File: src/rtl/bcd_pkg.sv
// Shared types and constants for the sequential binary-to-BCD converter.
package bcd_pkg;

    localparam logic [3:0] BLANK_DIGIT = 4'hF;

    typedef enum logic [1:0] {
        ST_IDLE,
        ST_SHIFT,
        ST_DONE
    } state_t;

    // Largest value representable in the given number of decimal digits.
    function automatic longint unsigned bcd_max(input int unsigned digits);
        longint unsigned p;
        p = 64'd1;
        for (int unsigned i = 0; i < digits; i++) begin
            p = p * 64'd10;
        end
        return p - 64'd1;
    endfunction

endpackage

File: src/rtl/bcd_digit_adj.sv
// Double-dabble correction cell: a BCD digit of 5 or more gets +3 before the shift.
module bcd_digit_adj (
    input  logic [3:0] digit,
    output logic [3:0] adj_c
);

    always_comb begin
        adj_c = (digit >= 4'd5) ? 4'(digit + 4'd3) : digit;
    end

endmodule

File: src/rtl/bin2bcd_seq.sv
// Multi-cycle shift/add-3 binary-to-BCD converter with start/done handshake.
// Optional BIN2BCD_LEADING_ZERO_BLANK_EN blanks leading zero digits on the output.
module bin2bcd_seq
    import bcd_pkg::*;
#(
    parameter int unsigned BIN_W  = 14,
    parameter int unsigned DIGITS = 4
) (
    input  logic                  clk,
    input  logic                  rst_n,
    input  logic                  start,
    input  logic [BIN_W-1:0]      bin_in,
    input  logic                  enable_display,
    output logic                  busy,
    output logic                  done,
    output logic                  overflow,
    output logic [4*DIGITS-1:0]   bcd_out
);

    localparam int unsigned     BCD_W   = 4 * DIGITS;
    localparam int unsigned     CNT_W   = $clog2(BIN_W + 1);
    localparam longint unsigned MAX_VAL = bcd_max(DIGITS);
    localparam logic [BCD_W-1:0] ALL_NINES = {DIGITS{4'h9}};

    state_t             state_q, state_d;
    logic [BIN_W-1:0]   shreg_q, shreg_d;
    logic [BCD_W-1:0]   scratch_q, scratch_d;
    logic [BCD_W-1:0]   scratch_adj;
    logic [CNT_W-1:0]   cnt_q, cnt_d;
    logic               ovf_pend_q, ovf_pend_d;
    logic [BCD_W-1:0]   result_q, result_d;
    logic               overflow_q, overflow_d;
    logic               busy_q, busy_d;
    logic               done_q, done_d;
    logic [BCD_W-1:0]   disp;

    for (genvar g = 0; g < int'(DIGITS); g++) begin : g_adj
        bcd_digit_adj u_adj (
            .digit (scratch_q[4*g +: 4]),
            .adj_c (scratch_adj[4*g +: 4])
        );
    end

    always_ff @(posedge clk) begin
        if (!rst_n) begin
            state_q    <= ST_IDLE;
            shreg_q    <= '0;
            scratch_q  <= '0;
            cnt_q      <= '0;
            ovf_pend_q <= 1'b0;
            result_q   <= '0;
            overflow_q <= 1'b0;
            busy_q     <= 1'b0;
            done_q     <= 1'b0;
        end else begin
            state_q    <= state_d;
            shreg_q    <= shreg_d;
            scratch_q  <= scratch_d;
            cnt_q      <= cnt_d;
            ovf_pend_q <= ovf_pend_d;
            result_q   <= result_d;
            overflow_q <= overflow_d;
            busy_q     <= busy_d;
            done_q     <= done_d;
        end
    end

    always_comb begin
        state_d    = state_q;
        shreg_d    = shreg_q;
        scratch_d  = scratch_q;
        cnt_d      = cnt_q;
        ovf_pend_d = ovf_pend_q;
        result_d   = result_q;
        overflow_d = overflow_q;
        busy_d     = 1'b0;
        done_d     = 1'b0;

        case (state_q)
            ST_SHIFT: begin
                // Carries out of the top digit are dropped; overflow saturation covers them.
                scratch_d = BCD_W'({scratch_adj, shreg_q[BIN_W-1]});
                shreg_d   = shreg_q << 1;
                cnt_d     = CNT_W'(cnt_q - CNT_W'(1));
                busy_d    = 1'b1;
                if (cnt_q == CNT_W'(1)) begin
                    state_d    = ST_DONE;
                    busy_d     = 1'b0;
                    done_d     = 1'b1;
                    result_d   = ovf_pend_q ? ALL_NINES : BCD_W'({scratch_adj, shreg_q[BIN_W-1]});
                    overflow_d = ovf_pend_q;
                end
            end
            ST_DONE: begin
                state_d = ST_IDLE;
            end
            default: begin
                state_d = ST_IDLE;
            end
        endcase

        // Capture is shared by IDLE and DONE so back-to-back conversions need no gap.
        if ((state_q == ST_IDLE || state_q == ST_DONE) && start) begin
            state_d    = ST_SHIFT;
            shreg_d    = bin_in;
            scratch_d  = '0;
            cnt_d      = CNT_W'(BIN_W);
            ovf_pend_d = (64'(bin_in) > MAX_VAL);
            busy_d     = 1'b1;
        end
    end

    always_comb begin
        disp = result_q;
`ifdef BIN2BCD_LEADING_ZERO_BLANK_EN
        begin
            logic lead;
            lead = 1'b1;
            for (int k = int'(DIGITS) - 1; k >= 1; k--) begin
                if (result_q[4*k +: 4] != 4'h0) begin
                    lead = 1'b0;
                end
                if (lead) begin
                    disp[4*k +: 4] = BLANK_DIGIT;
                end
            end
        end
`endif
        bcd_out = enable_display ? disp : {DIGITS{BLANK_DIGIT}};
    end

    assign busy     = busy_q;
    assign done     = done_q;
    assign overflow = overflow_q;

endmodule

File: config.mk
export PLATFORM = sky130hd
export DESIGN_NAME = bin2bcd_seq
export DESIGN_NICKNAME = d
export VERILOG_FILES = /design/src/rtl/bcd_pkg.sv /design/src/rtl/bcd_digit_adj.sv /design/src/rtl/bin2bcd_seq.sv
export SDC_FILE = /design/constraint.sdc
export NUM_CORES = 1
export LEC_CHECK = 0
export BUFFER_PORTS_ARGS = -buffer_cell sky130_fd_sc_hd__clkbuf_2
export CAP_MARGIN = 20
export CORE_MARGIN = 10
export CORE_UTILIZATION = 45
export CTS_CLUSTER_DIAMETER = 80
export DETAILED_ROUTE_END_ITERATION = 10
export HOLD_SLACK_MARGIN = 0.05
export PLACE_DENSITY_LB_ADDON = 0.1
export SETUP_SLACK_MARGIN = 0.5
export SKIP_LAST_GASP = 1
export SYNTH_ARGS = -nofsm -noshare
export SYNTH_HDL_FRONTEND = slang
export SYNTH_SLANG_ARGS = --single-unit
File: constraint.sdc
create_clock -name clk -period 1.45 [get_ports clk]
set_input_delay 0.0725 -clock clk [delete_from_list [all_inputs] [get_ports clk]]
set_output_delay 0.0725 -clock clk [all_outputs]
set_load 0.02 [all_outputs]
# Word level (Yosys, flattened, before mapping)
# Cells that the tools add are included.
[op_classes]
addsub = 5
mul = 0
div_mod_pow = 0
magnitude_cmp = 5
eq_ne = 4
shifts = 0
n_mux = 17
bitwise = 2
n_reduce_logical = 8
[op_table]
columns = ["operator", "count"]
rows = [
  ["$mux 16", 2],
  ["$mux 14", 2],
  ["$mux 4", 5],
  ["$ge 4x3->1 const B", 4],
  ["$gt 14x14->1 const B", 1],
  ["$add 4x2->4 const B", 3],
  ["$mux 1", 7],
  ["$eq 4x1->1 const B", 1],
  ["$reduce_and 2->1", 2],
  ["$sub 4x1->4 const B", 1],
  ["$add 3x2->3 const B", 1],
  ["$mux 3", 1],
  ["$ne 3x3->1 const B", 1],
  ["$reduce_or 3->1", 1],
  ["$eq 2x1->1 const B", 1],
  ["$eq 2x2->1 const B", 1],
  ["$logic_not 2->1", 1],
  ["$not 1->1", 2],
  ["$reduce_bool 2->1", 1],
  ["$reduce_or 2->1", 1],
  ["$logic_and 1x1->1", 1],
  ["$logic_or 1x1->1", 1],
]
[word_totals]
ff_bits = 56
latchBits = 0
mem_bits_rw = 0
rom_bits = 0
inputBits = 18
output_inout_bits = 19
elab_cells = 52
n_memories = 0

# Logic depth before layout (Yosys ltp)
# Gate-level depths: netlist of run 1.
[logic_depth]
ltp_word = 4
ltp_mapped = 7

# Cells and area by module
# Synthesis of run 1 repeated with hierarchy kept, for this count alone.
[unflattened]
cells_unflattened = 347
hier_area_um2 = 2811.4
[modules_own_cells]
columns = ["mod", "instances", "cells_each", "area_each_um2", "seq_area_each_um2"]
rows = [
  ["bin2bcd_seq", 1, 283, 2406.1, 1121.1],
  ["bcd_digit_adj", 4, 16, 101.3, 0.0],
]

# Worst setup path after synthesis of run 1
# OpenSTA, ideal clock, no wires.
[synth_timing]
kind = "flip-flop to flip-flop"
start = "register cnt_q[0]"
end = "register result_q[14], in the netlist disp[14]"
setup_time_ns = 0.117
arrival_time_ns = 1.251
t_required_ns = 1.333
slack_ns = 0.081
stages_incl_launch_ff = 6
n_path_buf = 1
period_less_slack_ns = 1.369
path_cell_list = "dfxtp_1 > ha_1 > nor3b_4 > nand2_2 > buf_6 > a32o_1"
[synth_between]
elab_chain_len = 2
[synth_rtl]
columns = ["item", "line_no", "text"]
rows = [
  ["start, declared", "bin2bcd_seq.sv:29", "logic [CNT_W-1:0] cnt_q, cnt_d;"],
  ["start signal, assigned", "bin2bcd_seq.sv:59", "cnt_q <= cnt_d;"],
  ["$eq 4x1->1", "bin2bcd_seq.sv:86", "if (cnt_q == CNT_W'(1)) begin"],
  ["$reduce_and 2->1 (no source line)", "-", ""],
  ["end signal, assigned", "bin2bcd_seq.sv:61", "result_q <= result_d;"],
  ["end, declared", "bin2bcd_seq.sv:31", "logic [BCD_W-1:0] result_q, result_d;"],
]
# No other way between the ends.
# A chain may end at the register's enable or synchronous reset.

# Worst setup path in the final report of run 1
[layout_timing]
start = "register cnt_q[1]"
end = "register result_q[2], in the netlist disp[2]"
# Same word-level chain as after synthesis.

==> impl_metrics.env, run 1 <==
export IMPL_route_antenna_remaining_nets=0
export IMPL_finalWirelength_microns=8470
export IMPL_slowest_delay_ns=0.34
export IMPL_synthFlopType="dfxtp_1"
export IMPL_die_w_microns=96.7
export IMPL_p_leak_nw=1.92
export IMPL_hold_slack_ns=0.0670
export IMPL_critical_path_max_fanout=6
export IMPL_firstDrtPassIters=4
export IMPL_drive_above_1_share=0.635
export IMPL_final_hold_viol_count=0
export IMPL_critPathBufInv=2
export IMPL_die_area_sq_um=9350
export IMPL_portBuffers=36
export IMPL_clockBufferDepth=2
export IMPL_synthesis_nets=322
export IMPL_synthToLayoutAreaGrowth_pct=72.3
export IMPL_clock_sinks=56
export IMPL_yosysWarnings=0
export IMPL_crit_chain="inv_2, ha_4, nor3b_4, nand2_4, buf_4, a32o_1"
export IMPL_finClkSkew_ns=0.00575
export IMPL_via_per_inst=5.69
export IMPL_place_ws_ns=0.0120
export IMPL_start_util=0.472
export IMPL_criticalPathCategory="reg2reg"
export IMPL_htreeDepth=2
export IMPL_synth_distinct_cells=41
export IMPL_vias=2560
export IMPL_dp_final_hpwl_microns=4300
export IMPL_grt_usage=0.165
export IMPL_min_from="bin_in[1]"
export IMPL_clkTransAtPathRegs_ns=0.10
export IMPL_dpl_cell_count=391
export IMPL_worstReg2RegStart="cnt_q[1]$_SDFFE_PN0P_"
export IMPL_cts_buffers=5
export IMPL_yosysMostFrequentCell="dfxtp_1"
export IMPL_synth_edf_count=0
export IMPL_multiInputGateArea_sq_um=2160
export IMPL_worst_pin_slew_ns=0.485
export IMPL_ys_seq_elements=56
export IMPL_grt_first_pass_wirelength_microns=13200
export IMPL_wl_per_cell_microns=18.8
export IMPL_worstSkewPairLatency_ns=0.30
export IMPL_power_w=0.00367
export IMPL_critPathTopFamily="simple AND/OR/NAND/NOR gates"
export IMPL_relSlewSlack=0.677
export IMPL_grt_overflow_total=0
export IMPL_grt_max_degree=21
export IMPL_holdPathStages=3
export IMPL_setup_tns_ns=0
export IMPL_yosys_area_top_type_share=0.424
export IMPL_antennaDiodeCount=0
export IMPL_row_count=27
export IMPL_grt_antenna_before_repair=0
export IMPL_die_y_microns=96.7
export IMPL_status="finished clean"
export IMPL_fillCellCount=320
export IMPL_async_flop_share=0
export IMPL_critPathRequiredTime_ns=1.66
export IMPL_seqCellArea_sq_um=1170
export IMPL_powerDensity_nw_per_um2=805
export IMPL_cts_tree="built"
export IMPL_synth_top_area_cell="dfxtp_1"
export IMPL_nets=405
export IMPL_period_share=0.983
export IMPL_yosysSeqAreaShare=0.424
export IMPL_drt_iter0_drc=100
export IMPL_crit_path_top_delay_cell="dfxtp_2"
export IMPL_synthesis_area_sq_um=2650
export IMPL_root_buffer="clkbuf_8"
export IMPL_hold_class="in2reg"
export IMPL_start_kind="flop"
export IMPL_period_needed_ns=1.43
export IMPL_drv_cap=0
export IMPL_setup_violations_final=0
export IMPL_route_detailed_drc=0
export IMPL_worst_r2r_cell_count=6
export IMPL_setup_ws_ns=0.0242
export IMPL_synth_area_leaders="dfxtp_1 42%, nand2_1 5.2%, nand2b_1 5.2%"
export IMPL_layoutNonFillerInstCount=450
export IMPL_ir_worst_vdd_mv=0.579
export IMPL_avgSynthCellArea_sq_um=9.00
export IMPL_fmax_mhz=701
export IMPL_rsz0062_at_grt="true"
export IMPL_grt_pass1_vias=2630
export IMPL_gp_congestion=0.746
export IMPL_rr_endpoint="disp[2]$_SDFFE_PN0P_"
export IMPL_num_io_pins=37
export IMPL_r2r_setup_slack_ns=0.02
export IMPL_end_kind="flop"
export IMPL_hold_end="shreg_q[1]$_SDFFE_PN0P_"
export IMPL_synthCells=294
export IMPL_synth_common_cells="56 x dfxtp_1, 37 x nand2_1, 22 x nand2b_1, 19 x nor2_1, 18 x a21oi_1"
export IMPL_arrival_ns=1.63
export IMPL_slew_viol_final=0
export IMPL_coreArea_sq_um=5610
[layer usage]
metal,track usage,share of wire
met4,0.0406,0.017
met3,0.0298,0.049
met1,0.205,0.41
met2,0.286,0.53
met5,0,0
[power breakdown]
part / internal, W / switching [W]
combinational: 0.000567 / 0.000501
clock: 0.000392 / 0.000501
sequential: 0.00161 / 0.0000936
[per-stage QoR]
step            util  instance area [sq um]
2_1_floorplan      -                   3040
3_3_place_gp   0.573                   3210
3_5_place_dp   0.573                   3210
4_1_cts        0.759                   4260
5_1_grt        0.813                   4560
6_report       0.813                   4560
[layout by cell type, fill, tap and decap left out, types with 3 or more instances in the layout]
cell type and instances:
nand2_1 25, nor2_2 5, a21oi_4 4, nor3b_4 3, o21ai_1 9, a211oi_2 5, nand2_4 11, inv_4 4
xnor2_2 5, nand2b_4 22, clkbuf_2 18, o211a_1 10, a32o_1 7, ha_4 9, a21oi_2 6, buf_8 12
mux2i_2 3, inv_1 4, nor3_4 3, inv_2 5, nor3b_2 6, dlygate4sd3_1 10, buf_4 29, nand3_1 3
clkbuf_8 8, a31oi_1 4, buf_12 4, dfxtp_1 28, nand3_2 10, a2bb2o_4 7, buf_6 10, a21oi_1 11
dfxtp_4 4, buf_16 4, dfxtp_2 24, nor2_1 12
[state kept, by name (all words and copies together) (netlist names)]
name	count
done	1
ovf_pend_q	1
busy	1
scratch_q	16
disp	16
shreg_q	14
overflow	1
state_q	2
cnt_q	4
[timing repair]
| action | CTS | global route |
|---|---|---|
| setup endpoints to repair | 72 | 73 |
| hold endpoints to repair | 10 | 0 |
| setup buffers | 26 | 7 |
| cloned | 7 | 1 |
| resized for setup | 112 | 65 |
| pin swaps | 23 | 18 |
| hold buffers | 10 | 0 |
[worst reg2reg max path, cell delays in order, from the launching register on]
cell and delay, ns:
dfxtp_2 0.34, inv_2 0.07, ha_4 0.12, nor3b_4 0.25, nand2_4 0.12, buf_4 0.18
a32o_1 0.25
[layout make-up]
| class | instances | area share |
|---|---|---|
| Tap cell | 72 | 0.0198 |
| Inverter | 13 | 0.0129 |
| Clock buffer | 8 | 0.0198 |
| Sequential cell | 56 | 0.256 |
| Multi-Input combinational cell | 208 | 0.473 |
| Timing Repair Buffer | 93 | 0.218 |
[cells by family (layout without fill, tap and decap cells)]
group           Yosys count  after routing  synth area share
fa+ha+maj                10             10            0.0473
compound gates           74             74             0.209
buf+inv                  32            114            0.0600
flops                    56             56             0.424
mux                       5              5            0.0189
xor+xnor                  7              7            0.0232
simple gates            110            112             0.217
[worst max-delay path by stage]
stage / endpoint / slack [ns] / start / cells past startpoint
final: disp[2]$_SDFFE_PN0P_ / 0.02 / cnt_q[1]$_SDFFE_PN0P_ / 6
after global routing: disp[10]$_SDFFE_PN0P_ / -0.09 / cnt_q[1]$_SDFFE_PN0P_ / 6
after CTS: disp[13]$_SDFFE_PN0P_ / 0.04 / cnt_q[1]$_SDFFE_PN0P_ / 6
after detailed placement: disp[2]$_SDFFE_PN0P_ / 0.01 / cnt_q[1]$_SDFFE_PN0P_ / 6
after global placement: disp[2]$_SDFFE_PN0P_ / 0.06 / scratch_q[1]$_SDFFE_PP0P_ / 6
after floorplan: disp[10]$_SDFFE_PN0P_ / 0.17 / cnt_q[1]$_SDFFE_PN0P_ / 6
No activity file was read; power rests on OpenSTA's default activity.
==> run 2: changes to the inputs <==
GPL_TIMING_DRIVEN = 0   (was unset)
==> run 2 against run 1 <==
Against the previous run:
- the run now ends with setup timing left
- sequential share of layout area fell by 1.9 points
- flip-flop and latch count is the same
- clock skew increased by 0.0093 ns
- cell count grew 5.6%
- largest cell class unchanged
- largest power group unchanged
==> impl_metrics.env, run 2 (synthesis gave the netlist of run 1 again) <==
export IMPL_status="finished, violations left"
export IMPL_failed_checks="setup timing"
export IMPL_hold_class="in2reg"
export IMPL_p_leak_nw=2.08
export IMPL_drive_above_1_share=0.720
export IMPL_powerDensity_nw_per_um2=781
export IMPL_clockBufferDepth=2
export IMPL_busiest_layer="met2"
export IMPL_grt_max_degree=17
export IMPL_arrival_ns=1.70
export IMPL_slowest_delay_ns=0.34
export IMPL_finalWirelength_microns=9910
export IMPL_fin_area_sq_um=4930
export IMPL_grt_util_met3=0.0483
export IMPL_crit_path_top_delay_cell="dfxtp_2"
export IMPL_root_buffer="clkbuf_8"
export IMPL_portBuffers=36
export IMPL_fillCellCount=240
export IMPL_final_hold_viol_count=0
export IMPL_die_area_sq_um=9350
export IMPL_layout_common_cells="31 x buf_4, 27 x dfxtp_2, 25 x dfxtp_1, 22 x buf_6, 22 x nand2b_4"
export IMPL_grt_overflow_total=0
export IMPL_relSlewSlack=0.655
export IMPL_drt_iter0_drc=122
export IMPL_coreArea_sq_um=5610
export IMPL_grt_first_pass_wirelength_microns=14200
export IMPL_start_util=0.472
export IMPL_firstDrtPassIters=4
export IMPL_clock_sinks=56
export IMPL_criticalPathCategory="reg2reg"
export IMPL_drv_cap=0
export IMPL_end_kind="flop"
export IMPL_worst_pin_slew_ns=0.517
export IMPL_route_detailed_drc=0
export IMPL_die_y_microns=96.7
export IMPL_wl_per_cell_microns=20.9
export IMPL_utilization=0.880
export IMPL_row_count=27
export IMPL_critical_path_max_fanout=3
export IMPL_num_io_pins=37
export IMPL_layout_commonest_cell="buf_4"
export IMPL_grtUsageMet1=0.213
export IMPL_gp_congestion=0.807
export IMPL_grt_antenna_before_repair=0
export IMPL_critPathRequiredTime_ns=1.69
export IMPL_period_share=1.00
export IMPL_period_needed_ns=1.45
export IMPL_vias=2741
export IMPL_cts_buffers=5
export IMPL_grt_usage=0.179
export IMPL_setup_ws_ns=-0.00355
export IMPL_synthToLayoutAreaGrowth_pct=86.4
export IMPL_power_w=0.00385
export IMPL_dp_final_hpwl_microns=4790
export IMPL_ir_worst_vdd_mv=0.863
export IMPL_place_ws_ns=-0.0103
export IMPL_route_antenna_remaining_nets=0
export IMPL_via_per_inst=5.77
export IMPL_die_w_microns=96.7
export IMPL_rsz0062_at_grt="true"
export IMPL_cts_tree="built"
export IMPL_placed_area_sq_um=3310
export IMPL_antennaDiodeCount=0
export IMPL_grtUsageMet2=0.308
export IMPL_clkTransAtPathRegs_ns=0.11
export IMPL_htreeDepth=2
export IMPL_crit_chain="inv_2, ha_4, nor3b_4, and2_4, buf_6, o21ai_2, a31oi_1"
export IMPL_finClkSkew_ns=0.0150
export IMPL_grt_pass1_vias=2708
export IMPL_hold_slack_ns=0.0484
export IMPL_worstSkewPairLatency_ns=0.32
export IMPL_critPathTopFamily="simple AND/OR/NAND/NOR gates"
export IMPL_critPathBufInv=2
export IMPL_start_kind="flop"
export IMPL_nets=430
export IMPL_fmax_mhz=688
export IMPL_setup_violations_final=1
export IMPL_slew_viol_final=0
-- run 2: final cells by class --
class | instances | area [sq um] | area share
multi-input combinational | 206 | 2230 | 0.453
clock inverter | 1 | 7.51 | 0.00152
tap | 72 | 90.1 | 0.0183
timing repair buffer | 101 | 1050 | 0.213
buffer | 19 | 236 | 0.0479
clock buffer | 7 | 86.3 | 0.0175
sequential | 56 | 1170 | 0.237
inverter | 13 | 58.8 | 0.0119
-- run 2: worst paths after layout --
| path | startpoint | endpoint | slack, ns | cells after the start |
|---|---|---|---|---|
| max | cnt_q[1]$_SDFFE_PN0P_ | disp[11]$_SDFFE_PN0P_ | -0.004 | 7 |
| min | bin_in[1] | shreg_q[1]$_SDFFE_PN0P_ | 0.05 | 3 |
| max reg2reg | cnt_q[1]$_SDFFE_PN0P_ | disp[11]$_SDFFE_PN0P_ | -0.004 | 7 |
| min reg2reg | overflow$_SDFFE_PN0P_ | overflow$_SDFFE_PN0P_ | 0.48 | 2 |
-- run 2: layer usage --
layer | up-vias | wire [microns]
li1 | 1259 | -
met1 | 1380 | 3980
met2 | 80 | 5260
met3 | 22 | 466
met4 | 0 | 213
met5 | - | 0
-- run 2: timing repair --
action / in CTS / in global routing
resized for setup: 141 / 91
setup buffers: 38 / 8
pin swaps: 33 / 26
hold buffers: 11 / 0
endpoints found under the setup margin: 72 / 72
endpoints found under the hold margin: 11 / 0
gates cloned: 8 / 0
-- run 2: power breakdown --
| group | total, W | leakage, nW | internal (W) | switching [W] |
|---|---|---|---|---|
| Sequential | 0.00172 | 0.473 | 0.00161 | 0.000105 |
| Combinational | 0.00121 | 1.57 | 0.000653 | 0.000558 |
| Clock | 0.000925 | 0.0445 | 0.000390 | 0.000534 |
-- run 2: tightest hold or removal path, cell delays in order --
cell	delay, ns
clkbuf_2	0.09
nor2_1	0.10
a311oi_1	0.05
-- run 2: metrics by stage --
| step | TNS [ns] | cells |
|---|---|---|
| 2_1_floorplan | 0 | 294 |
| 4_1_cts | 0 | 467 |
| 3_3_place_gp | -0.0935 | 402 |
| 5_1_grt | -0.874 | 475 |
| 3_5_place_dp | -0.0251 | 402 |
| 6_report | -0.00355 | 475 |
